## src/rtl/cb_seg_bcast_pkg.sv

```systemverilog
// Shared types and constants for the code-block segmentation engine.
// Holds the CRC24B constants, FSM state encoding and the per-CB size rule.
package cb_seg_bcast_pkg;

  localparam int unsigned CRC_BYTES   = 3;
  localparam logic [23:0] CRC24B_POLY = 24'h800063;
  localparam int unsigned SZ_W        = 16;

  typedef enum logic [2:0] {
    ST_IDLE,
    ST_CHECK,
    ST_FILL,
    ST_DATA,
    ST_CRC,
    ST_DRAIN
  } seg_state_e;

  typedef struct packed {
    logic [7:0] data;
    logic       sop;
    logic       eop;
    logic       size;
    logic       tb_end;
  } beat_t;

  // Leading C- blocks use K-, the remainder use K+.
  function automatic logic [SZ_W-1:0] cb_size(input logic [SZ_W-1:0] j,
                                               input logic [SZ_W-1:0] c_minus,
                                               input logic [SZ_W-1:0] k_minus,
                                               input logic [SZ_W-1:0] k_plus);
    return (j < c_minus) ? k_minus : k_plus;
  endfunction

endpackage

```

## src/rtl/cb_seg_bcast_crc.sv

```systemverilog
// Byte-parallel CRC24B register (poly 0x800063, MSB first, zero init).
module crc24b_byte
  import cb_seg_bcast_pkg::*;
(
  input  logic        clk,
  input  logic        reset,
  input  logic        init,
  input  logic        en,
  input  logic [7:0]  data,
  output logic [23:0] crc
);

  logic [23:0] crc_q;
  logic [23:0] crc_d;
  logic [23:0] seed;

  function automatic logic [23:0] crc_step(input logic [23:0] c, input logic [7:0] d);
    logic [23:0] r;
    r = c;
    for (int i = 7; i >= 0; i--) begin
      if (r[23] ^ d[i]) r = (r << 1) ^ CRC24B_POLY;
      else              r = r << 1;
    end
    return r;
  endfunction

  // init together with en folds the first byte of a block into a fresh register.
  always_comb begin
    seed  = init ? 24'h0 : crc_q;
    crc_d = crc_q;
    if (en)        crc_d = crc_step(seed, data);
    else if (init) crc_d = 24'h0;
  end

  always_ff @(posedge clk or negedge reset) begin
    if (!reset) crc_q <= 24'h0;
    else        crc_q <= crc_d;
  end

  assign crc = crc_q;

endmodule

```

## src/rtl/cb_seg_bcast.sv

```systemverilog
// Code-block segmentation engine: filler + payload + per-CB CRC24B,
// each beat broadcast once to NUM_OUT independently back-pressured consumers.
module cb_seg_bcast
  import cb_seg_bcast_pkg::*;
#(
  parameter int unsigned KW      = 10,
  parameter int unsigned CW      = 6,
  parameter int unsigned NUM_OUT = 2
) (
  input  logic               clk,
  input  logic               reset,
  input  logic               desc_valid,
  output logic               desc_ready,
  input  logic [CW-1:0]      desc_c,
  input  logic [CW-1:0]      desc_c_minus,
  input  logic [KW-1:0]      desc_k_plus,
  input  logic [KW-1:0]      desc_k_minus,
  input  logic [KW-1:0]      desc_f,
  input  logic               in_valid,
  output logic               in_ready,
  input  logic [7:0]         in_data,
  output logic [NUM_OUT-1:0] out_valid,
  input  logic [NUM_OUT-1:0] out_ready,
  output logic [7:0]         out_data,
  output logic               out_sop,
  output logic               out_eop,
  output logic               out_size,
  output logic               out_tb_end,
  output logic [CW-1:0]      out_cb_idx,
  output logic               desc_err,
  output logic               busy
);

  localparam int unsigned KX = KW + 1;

  seg_state_e         state_q, state_d;
  logic [CW-1:0]      c_q, c_d, cm_q, cm_d;
  logic [KW-1:0]      kp_q, kp_d, km_q, km_d, f_q, f_d;
  logic [CW-1:0]      cur_cb_q, cur_cb_d;
  logic [KW-1:0]      pos_q, pos_d;
  logic               beat_valid_q, beat_valid_d;
  beat_t              beat_q, beat_d;
  logic [CW-1:0]      idx_q, idx_d;
  logic [NUM_OUT-1:0] taken_q, taken_d;
  logic               desc_ready_q, desc_ready_d;
  logic               desc_err_q, desc_err_d;
  logic               busy_q, busy_d;

  logic [KW-1:0]      first_k_in;
  logic               chk_err;
  logic [KW-1:0]      k_cur;
  logic [KW-1:0]      crc_n;
  logic [KW-1:0]      crc_left;
  logic               last_in_cb;
  logic               is_last_cb;
  logic               retire;
  logic               slot_free;
  logic               ld_go;
  logic [7:0]         ld_data;
  logic               crc_init;
  logic               crc_en;
  logic [23:0]        crc;

  // Descriptor legality is judged on the raw inputs so the error pulse lines up with CHECK.
  assign first_k_in = KW'(cb_size('0, SZ_W'(desc_c_minus), SZ_W'(desc_k_minus), SZ_W'(desc_k_plus)));
  assign chk_err = (desc_c == '0) || (desc_c_minus > desc_c) ||
                   ((desc_c > CW'(1)) && (KX'(first_k_in) <= (KX'(desc_f) + KX'(CRC_BYTES)))) ||
                   ((desc_c == CW'(1)) && (first_k_in <= desc_f));

  assign k_cur      = KW'(cb_size(SZ_W'(cur_cb_q), SZ_W'(cm_q), SZ_W'(km_q), SZ_W'(kp_q)));
  assign crc_n      = (c_q > CW'(1)) ? KW'(CRC_BYTES) : '0;
  assign crc_left   = k_cur - pos_q;
  assign last_in_cb = (pos_q == (k_cur - KW'(1)));
  assign is_last_cb = (cur_cb_q == (c_q - CW'(1)));

  assign out_valid = {NUM_OUT{beat_valid_q}} & ~taken_q;
  assign retire    = beat_valid_q & (&(out_ready | taken_q));
  assign slot_free = ~beat_valid_q | retire;
  assign in_ready  = (state_q == ST_DATA) & slot_free;

  // Which section the byte at (cb, pos) belongs to.
  function automatic seg_state_e phase_of(input logic [CW-1:0] cb, input logic [KW-1:0] pos);
    logic [KW-1:0] k;
    logic [KW-1:0] fcur;
    k    = KW'(cb_size(SZ_W'(cb), SZ_W'(cm_q), SZ_W'(km_q), SZ_W'(kp_q)));
    fcur = (cb == '0) ? f_q : '0;
    if (pos < fcur) return ST_FILL;
    if ((KX'(pos) + KX'(crc_n)) < KX'(k)) return ST_DATA;
    return ST_CRC;
  endfunction

  always_comb begin
    state_d      = state_q;
    c_d          = c_q;
    cm_d         = cm_q;
    kp_d         = kp_q;
    km_d         = km_q;
    f_d          = f_q;
    cur_cb_d     = cur_cb_q;
    pos_d        = pos_q;
    desc_err_d   = 1'b0;
    ld_go        = 1'b0;
    ld_data      = 8'h00;

    case (state_q)
      ST_IDLE: begin
        if (desc_valid && desc_ready_q) begin
          c_d        = desc_c;
          cm_d       = desc_c_minus;
          kp_d       = desc_k_plus;
          km_d       = desc_k_minus;
          f_d        = desc_f;
          cur_cb_d   = '0;
          pos_d      = '0;
          desc_err_d = chk_err;
          state_d    = ST_CHECK;
        end
      end
      ST_CHECK: begin
        // The first filler byte is loaded here so FILL starts without a bubble.
        if (desc_err_q)        state_d = ST_IDLE;
        else if (f_q != '0)    ld_go   = 1'b1;
        else                   state_d = phase_of(cur_cb_q, pos_q);
      end
      ST_FILL: begin
        ld_go = slot_free;
      end
      ST_DATA: begin
        ld_go   = in_ready & in_valid;
        ld_data = in_data;
      end
      ST_CRC: begin
        ld_go = slot_free;
        case (crc_left)
          KW'(3):  ld_data = crc[23:16];
          KW'(2):  ld_data = crc[15:8];
          default: ld_data = crc[7:0];
        endcase
      end
      ST_DRAIN: begin
        if (retire) state_d = ST_IDLE;
      end
      default: state_d = ST_IDLE;
    endcase

    if (ld_go) begin
      if (last_in_cb) begin
        if (is_last_cb) begin
          state_d = ST_DRAIN;
        end else begin
          cur_cb_d = cur_cb_q + CW'(1);
          pos_d    = '0;
          state_d  = phase_of(cur_cb_q + CW'(1), '0);
        end
      end else begin
        pos_d   = pos_q + KW'(1);
        state_d = phase_of(cur_cb_q, pos_q + KW'(1));
      end
    end
  end

  // Output slot and broadcast mask.
  always_comb begin
    beat_valid_d = ld_go | (beat_valid_q & ~retire);
    beat_d       = beat_q;
    idx_d        = idx_q;
    if (ld_go) begin
      beat_d.data   = ld_data;
      beat_d.sop    = (pos_q == '0);
      beat_d.eop    = last_in_cb;
      beat_d.size   = ~(cur_cb_q < cm_q);
      beat_d.tb_end = last_in_cb & is_last_cb;
      idx_d         = cur_cb_q;
    end
    taken_d      = retire ? '0 : (taken_q | (out_valid & out_ready));
    desc_ready_d = (state_d == ST_IDLE);
    busy_d       = (state_d != ST_IDLE);
  end

  assign crc_init = ld_go & (pos_q == '0);
  assign crc_en   = ld_go & ((state_q == ST_CHECK) || (state_q == ST_FILL) || (state_q == ST_DATA));

  crc24b_byte u_crc (
    .clk   (clk),
    .reset (reset),
    .init  (crc_init),
    .en    (crc_en),
    .data  (ld_data),
    .crc   (crc)
  );

  always_ff @(posedge clk or negedge reset) begin
    if (!reset) begin
      state_q      <= ST_IDLE;
      c_q          <= '0;
      cm_q         <= '0;
      kp_q         <= '0;
      km_q         <= '0;
      f_q          <= '0;
      cur_cb_q     <= '0;
      pos_q        <= '0;
      beat_valid_q <= 1'b0;
      beat_q       <= '0;
      idx_q        <= '0;
      taken_q      <= '0;
      desc_ready_q <= 1'b0;
      desc_err_q   <= 1'b0;
      busy_q       <= 1'b0;
    end else begin
      state_q      <= state_d;
      c_q          <= c_d;
      cm_q         <= cm_d;
      kp_q         <= kp_d;
      km_q         <= km_d;
      f_q          <= f_d;
      cur_cb_q     <= cur_cb_d;
      pos_q        <= pos_d;
      beat_valid_q <= beat_valid_d;
      beat_q       <= beat_d;
      idx_q        <= idx_d;
      taken_q      <= taken_d;
      desc_ready_q <= desc_ready_d;
      desc_err_q   <= desc_err_d;
      busy_q       <= busy_d;
    end
  end

  assign desc_ready = desc_ready_q;
  assign desc_err   = desc_err_q;
  assign busy       = busy_q;
  assign out_data   = beat_q.data;
  assign out_sop    = beat_q.sop;
  assign out_eop    = beat_q.eop;
  assign out_size   = beat_q.size;
  assign out_tb_end = beat_q.tb_end;
  assign out_cb_idx = idx_q;

endmodule
```

## config.mk

```make
export PLATFORM = sky130hd
export DESIGN_NAME = cb_seg_bcast
export DESIGN_NICKNAME = d
export VERILOG_FILES = /design/src/rtl/cb_seg_bcast_pkg.sv /design/src/rtl/cb_seg_bcast_crc.sv /design/src/rtl/cb_seg_bcast.sv
export SDC_FILE = /design/constraint.sdc
export NUM_CORES = 1
export LEC_CHECK = 0
export BUFFER_PORTS_ARGS = -buffer_cell sky130_fd_sc_hd__buf_4
export CORE_AREA = 5 5 144 146
export CTS_BUF_LIST = sky130_fd_sc_hd__clkbuf_8
export DETAILED_ROUTE_END_ITERATION = 10
export DIE_AREA = 0 0 149 151
export GPL_ROUTABILITY_DRIVEN = 0
export HOLD_SLACK_MARGIN = 0.08
export PLACE_DENSITY = 0.66
export SYNTH_ARGS = -nofsm -noshare
export SYNTH_HDL_FRONTEND = slang
export SYNTH_SLANG_ARGS = --single-unit
```

## constraint.sdc

```tcl
create_clock -name clk -period 6.3 [get_ports clk]
set_input_delay 0 -clock clk [delete_from_list [all_inputs] [get_ports clk]]
set_output_delay 0 -clock clk [all_outputs]
set_load 0.05 [all_outputs]
```

==> results of run 1 <==
worst register-to-register path: stages (launching register included):
cell       delay (ps)
dfrtp_1           470
ha_1              330
o21ai_1           260
o21a_1            190
o31ai_4            90
mux2i_1           520
ha_1              260
inv_1              60
fa_1              440
a21o_1            200
a2111oi_2         360
a211o_1           170
o211ai_2          100
nor3_4            170
nand3_2           140
buf_4             230
mux2i_1           130
o21ai_0           510
xnor2_2           210
xnor3_2           510
a211o_1           290
nand3_1            80
worst max path at each step:
stage | from | to | slack, ps
2_1_floorplan | cur_cb_q[5] | u_crc.crc[23] | 1040
3_3_place_gp | cur_cb_q[5] | u_crc.crc[23] | 860
3_5_place_dp | cur_cb_q[5] | u_crc.crc[23] | 640
4_1_cts | cur_cb_q[5] | u_crc.crc[23] | 620
5_1_grt | cur_cb_q[5] | u_crc.crc[23] | 230
6_report | cur_cb_q[5] | u_crc.crc[23] | 550
sequential cells by signal, indices dropped and copies added, names as in the netlist, 2 cells and up:
name,cells
pos_q,10
c_q,6
f_q,10
state_q,3
u_crc.crc,24
kp_q,10
taken_q,2
out_data,8
out_cb_idx,6
km_q,10
cm_q,6
cur_cb_q,6
cells by family (layout without fill, tap and decap cells):
logic type      Yosys count  after routing  share of synthesized area, %
fa+ha+maj               100            100                          14.0
buf+inv                 103            217                          4.37
simple gates            387            387                          19.7
compound gates          244            244                          17.5
mux                      55             55                          6.56
xor+xnor                 76             76                          7.88
flops                   109            109                          30.0
metrics by stage:
step           instances  total power, mW  util (%)
2_1_floorplan       1074             3.65         -
4_1_cts             1453             4.96      55.1
3_3_place_gp        1389             4.45      51.6
6_report            1453             4.97      55.1
5_1_grt             1453             5.41      55.1
3_5_place_dp        1389             4.49      51.6
cell type report:
| type | count | area share [%] |
|---|---|---|
| tap | 265 | 3.12 |
| timing repair buffer | 137 | 10.8 |
| sequential | 109 | 25.7 |
| clock inverter | 6 | 0.530 |
| clock buffer | 10 | 1.30 |
| multi-input combinational | 862 | 56.3 |
| inverter | 64 | 2.26 |
power groups by stage:
stage | logic (mW) | registers, mW | clock network, mW
after floorplan | 2.37 | 1.28 | 0
after global placement | 3.18 | 1.27 | 0
after detailed placement | 3.22 | 1.27 | 0
after CTS | 3.26 | 1.25 | 0.444
after global routing | 3.64 | 1.30 | 0.471
final | 3.27 | 1.26 | 0.435
placed cells by master, fill, tap and decap left out, types with 3 or more instances in the layout:
cell             n
dfrtp_1        109
a22oi_1          6
a21oi_1         62
xnor2_1         51
nand2b_1        12
dlygate4sd3_1   48
and2_1           5
o22ai_1          3
buf_4           89
a211o_1          6
nor2b_1          9
mux2_2          30
clkbuf_8        10
a31oi_1          5
a22o_1          10
fa_1             3
nor3_1          17
a21o_1          12
nand4_1         15
o211ai_1         3
and3_1          10
nor4_1          12
o21ai_1          3
mux2i_1         23
or3_1            3
o21ai_0         70
o31ai_1          6
inv_6            3
nand3_1         41
nor2_1          63
xor2_1          21
inv_1           63
ha_1            97
o21a_1          33
nand2_1        183
metal layers:
metal	part of all wire [%]	vias up	GRT usage, %
li1	-	3997	-
met3	4.5	44	3.71
met2	45	212	35.9
met5	0	-	0
met1	48	3784	31.5
met4	2.9	0	7.41
==> results.json, run 1 <==
{
  "drc": 0,
  "setup_viol": 0,
  "finalSetupTns_ps": 0,
  "cp_data_arrival_time_ps": 6100,
  "synth-seq-cells": 109,
  "multi_input_comb_area_sq_um": 5970,
  "path_buf_inv": 2,
  "drive_gt1_share_pct": 13.3,
  "grt_pass1_wl_microns": 40900,
  "dp_hpwl_microns": 19000,
  "final_max_slew_viol_count": 0,
  "crit_required_ps": 6660,
  "switching_share_pct": 49.9,
  "vias": 8037,
  "cts_buffer_depth": 2,
  "async_flop_share_pct": 100,
  "ir_drop_uv": 195,
  "rsz0062_at_grt": "false",
  "ys_types": 76,
  "rows": 51,
  "p_leak_nw": 5.06,
  "critPathMaxFanout": 14,
  "routed_via_density": 5.53,
  "gr-total-overflow": 0,
  "timing.fmax_mhz": 174,
  "grt_antenna_before_repair": 0,
  "r2r_end": "u_crc.crc[23]",
  "synth.most_common_cell": "nand2_1",
  "yosys-top-cells-count": "nand2_1, dfrtp_1, ha_1",
  "power_density_nw_per_um2": 468,
  "max-slew-margin-rel_pct": 21.2,
  "synth_top_area_cell": "dfrtp_1",
  "syn_area_per_cell_sq_um": 8.46,
  "grt_start_max_net_pins": 61,
  "p_sw_mw": 2.48,
  "hold-path-cell-count": 4,
  "p_int_mw": 2.49,
  "area_growth_pct": 16.8,
  "slowest_stage": "mux2i_1",
  "tightest_slew_ps": 1180,
  "cts_root_buffer": "clkbuf_8",
  "path_depth": 21,
  "place_ws_ps": 638,
  "cts_max_level": 3,
  "critPathMaxStageDelay_ps": 520,
  "synthCells": 1074,
  "min_from": "in_data[3]",
  "endpoint_kind": "flop",
  "synthTopCellsByArea": "dfrtp_1, ha_1, nand2_1, xnor2_1, o21ai_0",
  "ff_latch_area_sq_um": 2730,
  "r2r_slack_ps": 550,
  "comb_power_share_pct": 65.9,
  "worstSkewPairLatency_ps": 410,
  "wl_per_cell_microns": 17.1,
  "final_nets": 1339,
  "grt_usage_pct": 22.6,
  "hp-class": "input port to flop",
  "fin_crit_sh_pct": 91.2,
  "clk_transition_reported_paths_ps": 120,
  "die-height_microns": 151,
  "io_buffers": 79,
  "ys.flop_type": "dfrtp_1",
  "fp.coreArea_sq_um": 19300,
  "seqPwrFrac_pct": 25.4,
  "cts_resized": 0,
  "initial_core_util_pct": 47.1,
  "synth_top_area_share_pct": 30.0,
  "cp_cell_sequence": "ha_1 -> o21ai_1 -> o21a_1 -> o31ai_4 -> mux2i_1 -> ha_1 -> inv_1 -> fa_1 -> a21o_1 -> a2111oi_2 -> a211o_1 -> o211ai_2 -> nor3_4 -> nand3_2 -> buf_4 -> mux2i_1 -> o21ai_0 -> xnor2_2 -> xnor3_2 -> a211o_1 -> nand3_1",
  "finalHoldViolCount": 0,
  "drtAntennaViolNets": 0,
  "whs_ps": 123,
  "yosys_warnings": 0,
  "period_needed_ps": 5750,
  "totalWireLength_microns": 24900,
  "chipWidth_microns": 149,
  "first_global_vias": 7819,
  "cts_sinks": 109,
  "whs_endpoint": "out_data[3]",
  "outcome": "completed",
  "synthesis.area_sq_um": 9080,
  "cap_violations": 0,
  "antenna_cells": 0,
  "final_area_sq_um": 10600,
  "io_pins": 80,
  "cts-buffers-inserted": 9,
  "finalWorstSetupSlack_ps": 554,
  "worstReg2RegStart": "cur_cb_q[5]",
  "drt-pass1-iter-count": 5,
  "syn_nets": 1230,
  "cts-hold-fix-buffers": 48,
  "r2r_cells": 21,
  "power_frac_clock_pct": 8.7,
  "timing_worst_setup_path_type": "flop to flop",
  "synth-edff-count": 0,
  "worstSetupStartpointType": "flop",
  "path_delay_family": "compound AO/OA/AOI/OAI gates",
  "yosysSeqAreaShare_pct": 30.0,
  "place_area_sq_um": 9940,
  "drt_iter0_markers": 572,
  "fillCellCount": 1805,
  "skew_ps": 21.5,
  "postCtsSetupRepairBufs": 0,
  "cts_tree": "yes",
  "die_area_sq_um": 22500
}
Note: power is estimated with default switching activity, not from simulation.
==> run 2: changes to the inputs <==
--- a/config.mk
+++ b/config.mk
@@ -13,6 +13,7 @@
 export GPL_ROUTABILITY_DRIVEN = 0
 export HOLD_SLACK_MARGIN = 0.08
 export PLACE_DENSITY = 0.66
+export SETUP_SLACK_MARGIN = 0.02
 export SYNTH_ARGS = -nofsm -noshare
 export SYNTH_HDL_FRONTEND = slang
 export SYNTH_SLANG_ARGS = --single-unit
==> constraint.sdc (replaced) <==
create_clock -name clk -period 7.4 [get_ports clk]
set_input_delay 0 -clock clk [delete_from_list [all_inputs] [get_ports clk]]
set_output_delay 0 -clock clk [all_outputs]
set_load 0.05 [all_outputs]
==> results.json, run 2 (synthesis results as in run 1) <==
{
  "grt_usage_pct": 23.1,
  "totalWireLength_microns": 25100,
  "critPathMaxFanout": 17,
  "p_int_mw": 2.12,
  "io_buffers": 79,
  "grt_pass1_wl_microns": 41700,
  "timing_worst_setup_path_type": "flop to flop",
  "final_common_cell": "nand2_1",
  "comb_power_share_pct": 65.4,
  "drt_iter0_markers": 578,
  "timing.fmax_mhz": 158,
  "skew_ps": 24.0,
  "seqPwrFrac_pct": 25.5,
  "gr-total-overflow": 0,
  "path_buf_inv": 1,
  "final_max_slew_viol_count": 0,
  "rows": 51,
  "wl_per_cell_microns": 17.3,
  "grt_antenna_before_repair": 0,
  "place_area_sq_um": 9910,
  "cap_violations": 0,
  "dp_hpwl_microns": 19100,
  "crit_required_ps": 7740,
  "drc": 0,
  "max-slew-margin-rel_pct": 24.1,
  "final_area_sq_um": 10700,
  "antenna_cells": 0,
  "initial_core_util_pct": 47.1,
  "layout_common_cells": "nand2_1, dfrtp_1, ha_1",
  "clk_transition_reported_paths_ps": 130,
  "grt_start_max_net_pins": 75,
  "area_growth_pct": 17.4,
  "vias": 8119,
  "setup_viol": 0,
  "hp-class": "input port to flop",
  "cts_max_level": 3,
  "first_global_vias": 7984,
  "drive_gt1_share_pct": 13.0,
  "rsz0062_at_grt": "false",
  "drtAntennaViolNets": 0,
  "routed_via_density": 5.58,
  "drt-pass1-iter-count": 5,
  "p_sw_mw": 2.14,
  "finalSetupTns_ps": 0,
  "ir_drop_uv": 205,
  "hold-path-cell-count": 5,
  "fp.coreArea_sq_um": 19300,
  "endpoint_kind": "flop",
  "r2r_cells": 19,
  "p_leak_nw": 5.07,
  "io_pins": 80,
  "cp_data_arrival_time_ps": 6690,
  "cts-buffers-inserted": 9,
  "cts_resized": 0,
  "switching_share_pct": 50.3,
  "critPathMaxStageDelay_ps": 910,
  "cts_tree": "yes",
  "worstSkewPairLatency_ps": 410,
  "tightest_slew_ps": 1140,
  "power_density_nw_per_um2": 399,
  "die-height_microns": 151,
  "cts_root_buffer": "clkbuf_8",
  "worstSetupStartpointType": "flop",
  "chipWidth_microns": 149,
  "cts_buffer_depth": 2,
  "power_frac_clock_pct": 9.2,
  "path_depth": 19,
  "final_nets": 1340,
  "finalHoldViolCount": 0,
  "cp_cell_sequence": "ha_1 -> o21ai_1 -> o31ai_4 -> mux2i_1 -> ha_1 -> inv_1 -> fa_1 -> a21o_1 -> a2111oi_2 -> a211o_1 -> o211ai_2 -> nor3_4 -> nand3_2 -> or3_1 -> nand3_1 -> xnor3_1 -> xnor3_2 -> a211o_1 -> nand3_1",
  "fin_crit_sh_pct": 85.7,
  "die_area_sq_um": 22500,
  "cts_sinks": 109,
  "largest_reg_flops": 24,
  "path_delay_family": "compound AO/OA/AOI/OAI gates",
  "outcome": "completed",
  "period_needed_ps": 6340,
  "slowest_stage": "o31ai_4"
}
-- run 2: changes by cell type in the layout (fill, tap and decap cells not counted), sizes merged --
cell	change
clkbuf	-1
dlygate4sd3	+4
buf	-3
inv	+1
-- run 2: final timing paths --
kind	slack [ps]	startpoint	endpoint
min in group asynchronous	530	reset	cm_q[5]
hold reg to reg	490	out_cb_idx[0]	out_cb_idx[0]
max in group asynchronous	5690	reset	u_crc.crc[14]
hold / removal	110	in_data[2]	u_crc.crc[3]
setup reg to reg	1060	cur_cb_q[4]	u_crc.crc[23]
setup / recovery	1060	cur_cb_q[4]	u_crc.crc[23]
-- run 2: metal layers --
metal	vias to the layer above	global-route usage [%]	part of all wire, %
met1	3886	32.3	46
met5	-	0	0
met4	0	6.00	2.1
met2	219	38.0	47
li1	3986	-	-
met3	28	3.02	4.8
-- run 2: area by class of cell --
| type | instances | area, sq um |
|---|---|---|
| sequential | 109 | 2730 |
| tap | 265 | 332 |
| timing repair buffer | 138 | 1180 |
| clock inverter | 7 | 86.3 |
| multi-input combinational | 862 | 5970 |
| fill | 1779 | 8610 |
| clock buffer | 9 | 124 |
| inverter | 64 | 240 |
-- run 2: worst register-to-register path, stage by stage, from the launching register on --
cell	delay [ps]
dfrtp_1	490
ha_1	310
o21ai_1	120
o31ai_4	910
mux2i_1	510
ha_1	230
inv_1	60
fa_1	430
a21o_1	200
a2111oi_2	380
a211o_1	170
o211ai_2	100
nor3_4	180
nand3_2	350
or3_1	460
nand3_1	160
xnor3_1	460
xnor3_2	420
a211o_1	280
nand3_1	80
-- run 2: repair_timing --
| item | CTS | global route |
|---|---|---|
| endpoints found under the setup margin | 0 | 0 |
| hold buffers | 53 | 0 |
| setup buffers | 0 | 0 |
| hold endpoints to repair | 86 | 0 |
-- run 2: through the flow --
stage | instances | util [%] | setup slack [ps] | hold slack [ps] | power (mW)
CTS | 1454 | 55.3 | 1110 | 83.7 | 4.25
finish | 1454 | 55.3 | 1060 | 112 | 4.26
global route | 1454 | 55.3 | 628 | 142 | 4.65
detailed placement | 1385 | 51.4 | 1100 | -14.7 | 3.83
floorplan | 1074 | - | 2140 | -296 | 3.11
global placement | 1385 | 51.4 | 1270 | -18.0 | 3.79
-- run 2: power groups by stage --
stage                     clock [mW]  sequential [mW]  combinational [mW]
after floorplan                    0             1.09                2.02
after global routing           0.429             1.11                3.10
after CTS                      0.402             1.08                2.77
after global placement             0             1.09                2.70
after detailed placement           0             1.09                2.74
final                          0.390             1.08                2.78
==> run 3: changes to the inputs <==
--- a/config.mk
+++ b/config.mk
@@ -6,10 +6,10 @@
 export NUM_CORES = 1
 export LEC_CHECK = 0
 export BUFFER_PORTS_ARGS = -buffer_cell sky130_fd_sc_hd__buf_4
-export CORE_AREA = 5 5 144 146
+export CORE_AREA = 5 5 119 177
 export CTS_BUF_LIST = sky130_fd_sc_hd__clkbuf_8
 export DETAILED_ROUTE_END_ITERATION = 10
-export DIE_AREA = 0 0 149 151
+export DIE_AREA = 0 0 124 182
 export GPL_ROUTABILITY_DRIVEN = 0
 export HOLD_SLACK_MARGIN = 0.08
 export PLACE_DENSITY = 0.66
==> constraint.sdc (replaced) <==
create_clock -name clk -period 6.2 [get_ports clk]
set_input_delay 0 -clock clk [delete_from_list [all_inputs] [get_ports clk]]
set_output_delay 0 -clock clk [all_outputs]
set_load 0.05 [all_outputs]
==> results.json, run 3 (synthesis results as in run 1) <==
{
  "outcome": "completed",
  "power_density_nw_per_um2": 474,
  "layout_common_cells": "nand2_1, dfrtp_1, ha_1",
  "fillCellCount": 1823,
  "drt_iter0_markers": 364,
  "cts_sinks": 109,
  "first_global_vias": 8081,
  "fin_crit_sh_pct": 90.8,
  "crit_required_ps": 6530,
  "hp-class": "input port to flop",
  "fp.coreArea_sq_um": 19500,
  "worstSetupStartpointType": "flop",
  "final_area_sq_um": 10700,
  "clk_transition_reported_paths_ps": 120,
  "dp_hpwl_microns": 19200,
  "vias": 8106,
  "final_common_cell": "nand2_1",
  "setup_viol": 0,
  "drt-pass1-iter-count": 5,
  "max-slew-margin-rel_pct": 23.4,
  "cts-hold-fix-buffers": 51,
  "timing_worst_setup_path_type": "flop to flop",
  "cp_data_arrival_time_ps": 5960,
  "drtAntennaViolNets": 0,
  "post-route-util_pct": 54.8,
  "gr-total-overflow": 0,
  "drc": 0,
  "drive_gt1_share_pct": 13.4,
  "p_leak_nw": 5.08,
  "cts_tree": "yes",
  "final_nets": 1344,
  "place_area_sq_um": 9950,
  "cts_root_buffer": "clkbuf_8",
  "cts-buffers-inserted": 9,
  "r2r_cells": 19,
  "grt_antenna_before_repair": 0,
  "largest_reg_flops": 24,
  "rows": 63,
  "critPathMaxFanout": 8,
  "die-height_microns": 182,
  "die_area_sq_um": 22600,
  "cts_buffer_depth": 2,
  "endpoint_kind": "flop",
  "postCtsSetupRepairBufs": 0,
  "worstSkewPairLatency_ps": 410,
  "tightest_slew_ps": 1150,
  "cts_resized": 0,
  "timing.fmax_mhz": 178,
  "antenna_cells": 0,
  "hold-path-cell-count": 4,
  "totalWireLength_microns": 24700,
  "io_buffers": 79,
  "final_max_slew_viol_count": 0,
  "io_pins": 80,
  "initial_core_util_pct": 46.7,
  "area_growth_pct": 17.5,
  "chipWidth_microns": 124,
  "cap_violations": 0,
  "finalSetupTns_ps": 0,
  "cts_max_level": 3,
  "ff_latch_area_sq_um": 2730,
  "multi_input_comb_area_sq_um": 5970,
  "grt_pass1_wl_microns": 39900,
  "grt_start_max_net_pins": 72,
  "ir_drop_uv": 168,
  "routed_via_density": 5.58,
  "finalHoldViolCount": 0,
  "whs_ps": 88.5,
  "skew_ps": 26.2,
  "wl_per_cell_microns": 17.0,
  "rsz0062_at_grt": "false",
  "grt_usage_pct": 22.3,
  "period_needed_ps": 5630
}
## run 3: final timing paths
| kind | startpoint | end | slack (ps) |
|---|---|---|---|
| min | in_data[3] | out_data[3] | 90 |
| min reg2reg | out_eop | out_eop | 500 |
| max reg2reg | cur_cb_q[5] | u_crc.crc[23] | 570 |
| max | cur_cb_q[5] | u_crc.crc[23] | 570 |
| min in group asynchronous | reset | u_crc.crc[13] | 110 |
| max in group asynchronous | reset | taken_q[1] | 4760 |
## run 3: routing by layer
| layer | track usage [%] | share of wire, % |
|---|---|---|
| met5 | 0 | 0 |
| met4 | 9.39 | 4.1 |
| met3 | 2.40 | 2.6 |
| met2 | 41.7 | 54 |
| met1 | 24.8 | 40 |
## run 3: per-stage QoR
| step | setup slack (ps) | total power [mW] | cells |
|---|---|---|---|
| global placement | 749 | 4.53 | 1386 |
| global route | 299 | 5.49 | 1453 |
| finish | 569 | 5.06 | 1453 |
| CTS | 587 | 5.07 | 1453 |
| floorplan | 943 | 3.71 | 1074 |
| detailed placement | 644 | 4.58 | 1386 |
## run 3: area by class of cell
cell class / instances / area share [%]
inverters: 64 / 2.25
flip-flops and latches: 109 / 25.6
well taps: 260 / 3.05
repair buffers: 142 / 11.2
multi-input cells: 862 / 56.0
clock buffers: 9 / 1.16
clock inverters: 7 / 0.821
## run 3: worst max-delay path: stages (launching register included)
cell and delay (ps):
dfrtp_1 480, ha_1 330, o21ai_1 110, o31ai_4 500, buf_4 240, mux2i_2 430, inv_1 90, ha_1 370
a21o_1 210, a2111oi_2 350, a211o_1 170, o211ai_2 100, nor3_4 180, nand3_2 160, mux2i_1 150, o21ai_0 420
xnor3_1 460, xnor3_2 420, a211o_1 280, nand3_1 80
## run 3: where the power goes
| part | internal [mW] | switching (mW) | total (mW) |
|---|---|---|---|
| registers | 0.974 | 0.278 | 1.25 |
| logic | 1.40 | 1.96 | 3.36 |
| clock network | 0.163 | 0.288 | 0.450 |
